`src/rtl/pipe_pkg.sv`:
```
// Shared constants and types for the 5-stage pipeline sequencer.
package pipe_pkg;

  localparam int unsigned NUM_STAGES = 5;

  localparam int unsigned ST_IF  = 0;
  localparam int unsigned ST_ID  = 1;
  localparam int unsigned ST_EX  = 2;
  localparam int unsigned ST_MEM = 3;
  localparam int unsigned ST_WB  = 4;

  // Encoding a stage unit loads when its stage_x bit is set (addi x0,x0,0).
  localparam logic [31:0] NOP_INSTR = 32'h0000_0013;

  // Per-action stage_ena / stage_x patterns, bit i = stage i (IF is bit 0).
  localparam logic [NUM_STAGES-1:0] ENA_ALL     = 5'b11111;
  localparam logic [NUM_STAGES-1:0] ENA_LOADUSE = 5'b11100;
  localparam logic [NUM_STAGES-1:0] ENA_IMEM    = 5'b11110;
  localparam logic [NUM_STAGES-1:0] X_FLUSH     = 5'b00111;
  localparam logic [NUM_STAGES-1:0] X_LOADUSE   = 5'b00100;
  localparam logic [NUM_STAGES-1:0] X_IMEM      = 5'b00010;

  typedef enum logic [1:0] {
    S_BOOT,
    S_RUN,
    S_MEM_WAIT,
    S_IMEM_WAIT
  } state_e;

endpackage

```
`src/rtl/hazard_detect.sv`:
```
// Load-use hazard compare between the EX load and the ID source operands.
module hazard_detect #(
  parameter int unsigned REG_W = 5
) (
  input  logic             ex_valid_i,
  input  logic             id_valid_i,
  input  logic             ex_is_load_i,
  input  logic [REG_W-1:0] ex_rd_i,
  input  logic [REG_W-1:0] id_rs1_i,
  input  logic [REG_W-1:0] id_rs2_i,
  input  logic             id_use_rs1_i,
  input  logic             id_use_rs2_i,
  output logic             load_use_o
);

  logic rs1_hit;
  logic rs2_hit;

  // A load into x0 never creates a dependency, so rd==0 is excluded.
  always_comb begin
    rs1_hit    = id_use_rs1_i && (id_rs1_i == ex_rd_i);
    rs2_hit    = id_use_rs2_i && (id_rs2_i == ex_rd_i);
    load_use_o = ex_valid_i && id_valid_i && ex_is_load_i &&
                 (ex_rd_i != '0) && (rs1_hit || rs2_hit);
  end

endmodule

```
`src/rtl/pipeline_ctrl.sv`:
```
// Pipeline sequencer: per-stage enable/bubble control, live-instruction
// tracking, and saturating stall/flush event counters.
module pipeline_ctrl
  import pipe_pkg::*;
#(
  parameter int unsigned REG_W = 5,
  parameter int unsigned CNT_W = 16
) (
  input  logic             stage_clk,
  input  logic             reset_n,
  input  logic             imem_ready,
  input  logic             dmem_req,
  input  logic             dmem_ready,
  input  logic             flush_pipeline,
  input  logic             ex_is_load,
  input  logic [REG_W-1:0] ex_rd,
  input  logic [REG_W-1:0] id_rs1,
  input  logic [REG_W-1:0] id_rs2,
  input  logic             id_use_rs1,
  input  logic             id_use_rs2,
  output logic [4:0]       stage_ena,
  output logic [4:0]       stage_x,
  output logic [4:0]       stage_valid,
  output logic [CNT_W-1:0] stall_cnt,
  output logic [CNT_W-1:0] flush_cnt
);

  state_e                  state_q, state_d;
  logic                    flush_pend_q, flush_pend_d;
  logic [NUM_STAGES-1:0]   valid_q, valid_d;
  logic                    load_use;
  logic                    mem_stall;
  logic                    flush_req;
  logic                    stall_inc;
  logic                    flush_inc;
  logic [1:0]              cnt_inc;

  hazard_detect #(.REG_W(REG_W)) u_hazard (
    .ex_valid_i   (valid_q[ST_EX]),
    .id_valid_i   (valid_q[ST_ID]),
    .ex_is_load_i (ex_is_load),
    .ex_rd_i      (ex_rd),
    .id_rs1_i     (id_rs1),
    .id_rs2_i     (id_rs2),
    .id_use_rs1_i (id_use_rs1),
    .id_use_rs2_i (id_use_rs2),
    .load_use_o   (load_use)
  );

  // A pending flush (caught during a data-memory freeze) acts like a live one.
  assign mem_stall = valid_q[ST_MEM] && dmem_req && !dmem_ready;
  assign flush_req = flush_pipeline || flush_pend_q;

  // State register
  always_ff @(posedge stage_clk or negedge reset_n) begin
    if (!reset_n) state_q <= S_BOOT;
    else          state_q <= state_d;
  end

  // Next-state: BOOT lasts one cycle, then the wait states follow the stall causes
  always_comb begin
    state_d = state_q;
    case (state_q)
      S_BOOT: state_d = S_RUN;
      S_RUN, S_MEM_WAIT, S_IMEM_WAIT: begin
        if (mem_stall)                  state_d = S_MEM_WAIT;
        else if (flush_req || load_use) state_d = S_RUN;
        else if (!imem_ready)           state_d = S_IMEM_WAIT;
        else                            state_d = S_RUN;
      end
      default: state_d = S_BOOT;
    endcase
  end

  // Outputs: mem stall > flush > load-use > imem wait > normal advance
  always_comb begin
    stage_ena = '0;
    stage_x   = '0;
    stall_inc = 1'b0;
    flush_inc = 1'b0;
    if (state_q == S_BOOT) begin
      stage_x = '1;
    end else if (mem_stall) begin
      stall_inc = 1'b1;
    end else if (flush_req) begin
      stage_ena = ENA_ALL;
      stage_x   = X_FLUSH;
      flush_inc = 1'b1;
    end else if (load_use) begin
      stage_ena = ENA_LOADUSE;
      stage_x   = X_LOADUSE;
      stall_inc = 1'b1;
    end else if (!imem_ready) begin
      stage_ena = ENA_IMEM;
      stage_x   = X_IMEM;
      stall_inc = 1'b1;
    end else begin
      stage_ena = ENA_ALL;
    end
  end

  // Flush pending: set by a flush seen while frozen, cleared once applied
  always_comb begin
    flush_pend_d = 1'b0;
    if (state_q != S_BOOT && mem_stall) flush_pend_d = flush_pend_q || flush_pipeline;
  end

  always_ff @(posedge stage_clk or negedge reset_n) begin
    if (!reset_n) flush_pend_q <= 1'b0;
    else          flush_pend_q <= flush_pend_d;
  end

  // Valid tracking: an enabled stage takes its predecessor's valid unless bubbled
  always_comb begin
    valid_d = valid_q;
    valid_d[ST_IF] = stage_ena[ST_IF] ? (imem_ready && !stage_x[ST_IF]) : valid_q[ST_IF];
    for (int unsigned i = 1; i < NUM_STAGES; i++) begin
      valid_d[i] = stage_ena[i] ? (valid_q[i-1] && !stage_x[i]) : valid_q[i];
    end
  end

  always_ff @(posedge stage_clk or negedge reset_n) begin
    if (!reset_n) valid_q <= '0;
    else          valid_q <= valid_d;
  end

  assign stage_valid = valid_q;

  assign cnt_inc = {flush_inc, stall_inc};

  for (genvar g = 0; g < 2; g++) begin : g_cnt
    logic [CNT_W-1:0] cnt_q, cnt_d;

    // Saturating increment: holds at all-ones rather than wrapping
    always_comb begin
      cnt_d = cnt_q;
      if (cnt_inc[g] && (cnt_q != '1)) cnt_d = cnt_q + 1'b1;
    end

    always_ff @(posedge stage_clk or negedge reset_n) begin
      if (!reset_n) cnt_q <= '0;
      else          cnt_q <= cnt_d;
    end
  end

  assign stall_cnt = g_cnt[0].cnt_q;
  assign flush_cnt = g_cnt[1].cnt_q;

endmodule

```
`config.mk`:
```
export PLATFORM = sky130hd
export DESIGN_NAME = pipeline_ctrl
export DESIGN_NICKNAME = d
export VERILOG_FILES = /design/src/rtl/pipe_pkg.sv /design/src/rtl/hazard_detect.sv /design/src/rtl/pipeline_ctrl.sv
export SDC_FILE = /design/constraint.sdc
export NUM_CORES = 1
export LEC_CHECK = 0
export ABC_AREA = 1
export ABC_CLOCK_PERIOD_IN_PS = 3600
export BUFFER_PORTS_ARGS = -buffer_cell sky130_fd_sc_hd__buf_2
export CORE_ASPECT_RATIO = 0.5
export CORE_MARGIN = 10
export CORE_UTILIZATION = 56
export DETAILED_ROUTE_END_ITERATION = 8
export GPL_TIMING_DRIVEN = 0
export PLACE_DENSITY = 0.81
export SLEW_MARGIN = 10
export SYNTH_ARGS = -nofsm -noshare
export SYNTH_HDL_FRONTEND = slang
export SYNTH_SLANG_ARGS = --single-unit
```
`constraint.sdc`:
```
create_clock -name stage_clk -period 3.6 [get_ports stage_clk]
set_clock_uncertainty 0.2 [all_clocks]
set_input_delay 0.18 -clock stage_clk [delete_from_list [all_inputs] [get_ports stage_clk]]
set_output_delay 0.18 -clock stage_clk [all_outputs]
set_load 0.005 [all_outputs]
```
Yosys cells after proc, flatten, opt, wreduce, memory -nomap -nowiden
Cells that the tools add are included.
{"block": "word_totals", "elab_cells": 70, "out_inout_bits": 47, "regBits": 40, "inputBits": 24}
{"block": "op_classes", "eq_ne": 7, "reduce_logical": 29, "muxes": 23, "addsub": 2}
{"operator": "adder 16 x 1 -> 16 bit (second input constant)", "count": 2}
{"operator": "!= test 16 bit (second input constant)", "count": 2}
{"operator": "logical AND 1 bit", "count": 16}
{"operator": "2-to-1 mux 5 bit", "count": 3}
{"operator": "2-to-1 mux 2 bit", "count": 6}
{"operator": "== test 5 bit", "count": 2}
{"operator": "2-to-1 mux 1 bit", "count": 10}
{"operator": "2-to-1 mux 3 bit", "count": 3}
{"operator": "zero test 1 bit", "count": 6}
{"operator": "nonzero test 5 bit", "count": 1}
{"operator": "== test 2 bit (second input constant)", "count": 2}
{"operator": "one-hot mux 2 bit (2 select lines)", "count": 1}
{"operator": "logical OR 1 bit", "count": 3}
{"operator": "OR reduction 3 bit", "count": 1}
{"operator": "== test 2 x 1 -> 1 bit (second input constant)", "count": 1}
{"operator": "zero test 2 bit", "count": 1}
{"operator": "nonzero test 2 bit", "count": 1}

Logic depth before layout (Yosys ltp)
{"block": "depth", "ltp_word": 10, "depth_mapped": 12, "ltp_nobuf": 12}

By module
From an unflattened synthesis, not the netlist that was laid out.
{"block": "hier_totals", "hier_cells": 395, "area_unflattened_um2": 2637.5}
{"module": "pipeline_ctrl", "area_per_inst_um2": 2407.3, "cells_each": 339, "instances": 1, "seq_area_each_um2": 1001.0}
{"module": "hazard_detect", "area_per_inst_um2": 230.2, "cells_each": 56, "instances": 1, "seq_area_each_um2": 0.0}

Worst setup path after synthesis
Ideal clock, no wire load.
{"block": "synth_path", "path_kind": "flip-flop to flip-flop", "startpoint": "register g_cnt[0].cnt_q[0], in the netlist stall_cnt[0]", "endpoint": "register g_cnt[0].cnt_q[6], in the netlist stall_cnt[6]", "path_slack_ns": 1.809, "stages_incl_launch_ff": 8, "period_less_slack_ns": 1.791, "arrival_ns": 1.474, "n_path_buf": 1, "t_required_ns": 3.283, "setup_ns": 0.117, "cell_sequence": "dfrtp_1 > ha_1 > nand2_2 > nor3_4 > nand4_4 > buf_2 > nand3_1 > nand2_1"}
{"block": "synth_between", "elab_chain_len": 2, "elab_cells_between_ends": 3, "cone_classes": "1 x add/sub; 1 x eq/ne; 1 x reduce/logical"}
{"element": "from (decl)", "line": "pipeline_ctrl.sv:132", "source": "logic [CNT_W-1:0] cnt_q, cnt_d;"}
{"element": "from (signal assigned)", "line": "pipeline_ctrl.sv:142", "source": "else cnt_q <= cnt_d;"}
{"element": "parallel branches: the longest is 2 deep, another holds adder 16 x 1 -> 16 bit"}
Parallel ways; which one is timed is not known.
A chain may end at the register's enable or synchronous reset.

Worst setup path in the final report
{"block": "layout_path", "startpoint": "register g_cnt[0].cnt_q[0], in the netlist stall_cnt[0]", "endpoint": "register g_cnt[0].cnt_q[8], in the netlist stall_cnt[8]"}
Same word-level chain as after synthesis.

==> reports/summary.txt <==
Area growth from synthesis to layout: 20.9%
Xor/xnor cell area share of the yosys netlist: 0.0954
LEAKAGE: 1.72 nW
Power density over the cells: 397 nW/µm²
Clk pin slew, worst setup/hold paths: 0.08 ns
Fmax: 0.479 GHz
Number of instances resized during post-cts repair: 0
Classification of the worst setup path: register to register
Share of layout cells above drive strength 1: 0.233
Global-route wire length before repair: 10100 µm
Total placed cells including tap cells: 466
Share of synthesized cell area in full adder, half adder and majority cells: 0.0101
Slew HR: 0.413
Terminus of the critical flop-to-flop path: stall_cnt[8]$_DFFE_PN0P_
Antenna violations before repair: 0
Worst Setup End Kind: register
Clock tree root buffer cell: sky130_fd_sc_hd__clkbuf_8
Gate count of the mapped netlist: 342
Worst setup margin: 1.51 ns
Sequential fraction of the synthesis area: 0.404
Top cells by area in the synthesized netlist: sky130_fd_sc_hd__dfrtp_1, sky130_fd_sc_hd__nand2_1, sky130_fd_sc_hd__nand3_1
DRC errors left: 0
Destination of the worst hold path: state_q[0]$_DFF_PN0_
Smallest hold slack: 0.0710 ns
Number of standard-cell rows in the floorplan: 16
Setup WS pre-CTS: 1.54 ns
Number of clock sinks seen by CTS: 40
Clock network latency to the later pin of the worst-skew pair: 0.30 ns
Ports: 71
Data arrival time of the worst path: 2.13 ns
Filler-free cell count of the finished design: 475
Shortest period the worst path allows: 2.09 ns
Post-synth cell types: 30
Hold depth: 5
DR vias: 2385
Die X: 114 µm
Average via count per standard cell: 5.02
DRT Wirelength: 6260 µm
ANT nets after route: 0
Combinational family with the most area after synthesis: simple AND/OR/NAND/NOR gates
Average footprint of a synthesized cell: 7.25 µm²
Number of pins exceeding their max-slew limit in the final report: 0
Library cell occupying the most area in the post-synthesis netlist: sky130_fd_sc_hd__dfrtp_1
Simple logic cell fraction of the synthesized area: 0.374
Mapped Nets: 368
Filler Cells Inserted: 332
Die height: 67.1 µm
Number of failing hold endpoints at the final stage: 0
TritonCTS clock tree: built
Slew at the pin with the worst max-slew slack: 0.880 ns
Diodes inserted: 0
Max_cap viols: 0
Critical path data required time: 3.64 ns
WL/cell: 13.2 µm
Core ar.: 4080 µm²
Number of warning messages in the yosys log: 0
Worst setup SP type: register
Setup repair after global routing missed its margin: false
Placed wire-length estimate after detailed placement: 4980 µm
Worst Reg-to-Reg Cells: 8
RD Place Congestion: 0.859
Area share of the largest cell type after synthesis: 0.404
Setup TNS after final layout: 0 ns
Crit Reg-Reg Startpoint: stall_cnt[0]$_DFFE_PN0P_
Post-synthesis sequential element count: 40
Final design utilization: 0.734
Critical path peak fanout: 10
Final global-route overflow total: 0
Initial core utilization: 0.607
Number of buffers added on ports: 70
Pin count of the biggest net entering global routing: 41
Critical hold path startpoint: dmem_ready
Complex-gate fraction of the synthesized area: 0.0237
Register-to-register setup slack: 1.51 ns
Proportion of synthesized area in mux cells: 0
Post-Synthesis Cell Area: 2480 µm²
Combined global-route utilization of all metal layers: 0.161
Fraction of the cycle the final worst path needs: 0.580
TritonCTS buffer count: 5
Final layout net count: 447
Result of the run: complete, no violations
First drt pass iteration count: 4
Tightest Hold Check Type: primary input to register
Worst-case vdd ir drop: 0.363 mV
Via count of the first global-routing pass: 2198
Final setup violation count: 0
Clock buffer depth: 2
Area of the die: 7650 µm²
H-Tree Level Count: 2
Starting DRT DRC Count: 148
==> through the flow <==
| stage | power, mW | area, µm² |
|---|---|---|
| 2_1_floorplan | 0.765 | 2480 |
| 4_1_cts | 1.20 | 3000 |
| 3_3_place_gp | 0.895 | 2900 |
| 5_1_grt | 1.27 | 3000 |
| 3_5_place_dp | 0.911 | 2900 |
| 6_report | 1.19 | 3000 |
==> cell families (layout without fill, tap and decap cells) <==
kind of cell,after synthesis,after routing
fa+ha+maj,2,2
xor+xnor,27,27
compound gates,10,10
flops,40,40
buf+inv,53,132
simple gates,210,210
==> worst max path at each step <==
stage	startpoint	endpoint	slack [ns]	depth (start not counted)
6_report	stall_cnt[0]$_DFFE_PN0P_	stall_cnt[8]$_DFFE_PN0P_	1.51	8
5_1_grt	stall_cnt[0]$_DFFE_PN0P_	stall_cnt[8]$_DFFE_PN0P_	1.36	8
4_1_cts	stall_cnt[0]$_DFFE_PN0P_	stall_cnt[8]$_DFFE_PN0P_	1.52	8
3_5_place_dp	stall_cnt[0]$_DFFE_PN0P_	stall_cnt[8]$_DFFE_PN0P_	1.54	8
3_3_place_gp	stall_cnt[0]$_DFFE_PN0P_	stall_cnt[8]$_DFFE_PN0P_	1.60	7
2_1_floorplan	stall_cnt[0]$_DFFE_PN0P_	stall_cnt[6]$_DFFE_PN0P_	1.81	7
==> registers in the layout, indices dropped and copies added (netlist names) <==
| register | count |
|---|---|
| stall_cnt | 16 |
| stage_valid | 5 |
| flush_cnt | 16 |
| state_q | 2 |
| flush_pend_q | 1 |
==> layout make-up <==
class,count,area (µm²),share of cell area
sequential,40,1000,0.334
buffer,8,61.3,0.0204
tap,54,67.6,0.0225
clock inverter,2,12.5,0.00417
multi-input combinational,249,1250,0.416
inverter,45,169,0.0563
clock buffer,5,68.8,0.0229
timing repair buffer,72,370,0.123
==> cells in the mapped netlist (all sizes together) <==
master and n:
a21oi 1, a31oi 1, buf 8, dfrtp 40, ha 2, inv 45
nand2 112, nand3 40, nand3b 1, nand4 4, nor2 39, nor3 9
nor3b 1, nor4 1, o211ai 1, o21ai 5, o21bai 2, or2 3
xnor2 7, xor2 20
==> power by group <==
part           internal (mW)  switching, mW  total [mW]
Clock                  0.131          0.158       0.289
Sequential             0.515         0.0871       0.602
Combinational          0.137          0.162       0.299
Total                  0.783          0.407        1.19
==> what timing repair did <==
item                                   4_1_cts  5_1_grt
setup buffers                                0        0
hold buffers                                 2        0
endpoints found under the hold margin       41        0
setup endpoints to repair                    0        0
==> routing by layer <==
layer | global-route usage | share of wire | up-vias
met5 | 0 | 0 | -
met4 | 0.0280 | 0.0053 | 0
met3 | 0.0590 | 0.080 | 4
met2 | 0.266 | 0.47 | 64
met1 | 0.200 | 0.45 | 1095
li1 | - | - | 1222
==> cell usage in the layout (no fill, tap or decap), types with 2 or more instances in the layout <==
cell,synthesis,layout
sky130_fd_sc_hd__o21bai_1,2,2
sky130_fd_sc_hd__xnor2_1,7,7
sky130_fd_sc_hd__xor2_1,20,20
sky130_fd_sc_hd__nor3_1,7,7
sky130_fd_sc_hd__buf_4,6,6
sky130_fd_sc_hd__nand4_1,3,3
sky130_fd_sc_hd__dlygate4sd3_1,0,2
sky130_fd_sc_hd__nor2_1,37,37
sky130_fd_sc_hd__o21ai_0,5,5
sky130_fd_sc_hd__dfrtp_1,40,40
sky130_fd_sc_hd__nand3_1,39,39
sky130_fd_sc_hd__nor2_2,2,2
sky130_fd_sc_hd__clkbuf_8,0,5
sky130_fd_sc_hd__buf_2,1,71
sky130_fd_sc_hd__or2_2,2,2
sky130_fd_sc_hd__nand2_2,4,4
sky130_fd_sc_hd__inv_1,44,44
sky130_fd_sc_hd__nand2_1,108,108
sky130_fd_sc_hd__ha_1,2,2
==> worst max-delay path: stages, from the launching register on <==
cell                      delay, ns
sky130_fd_sc_hd__dfrtp_1       0.46
sky130_fd_sc_hd__ha_1          0.27
sky130_fd_sc_hd__nand2_2       0.10
sky130_fd_sc_hd__nor3_4        0.33
sky130_fd_sc_hd__nand4_4       0.19
sky130_fd_sc_hd__nand3_2       0.19
sky130_fd_sc_hd__buf_6         0.16
sky130_fd_sc_hd__nand2_1       0.06
sky130_fd_sc_hd__nand2_1       0.07
No activity file was read; power rests on OpenSTA's default activity.
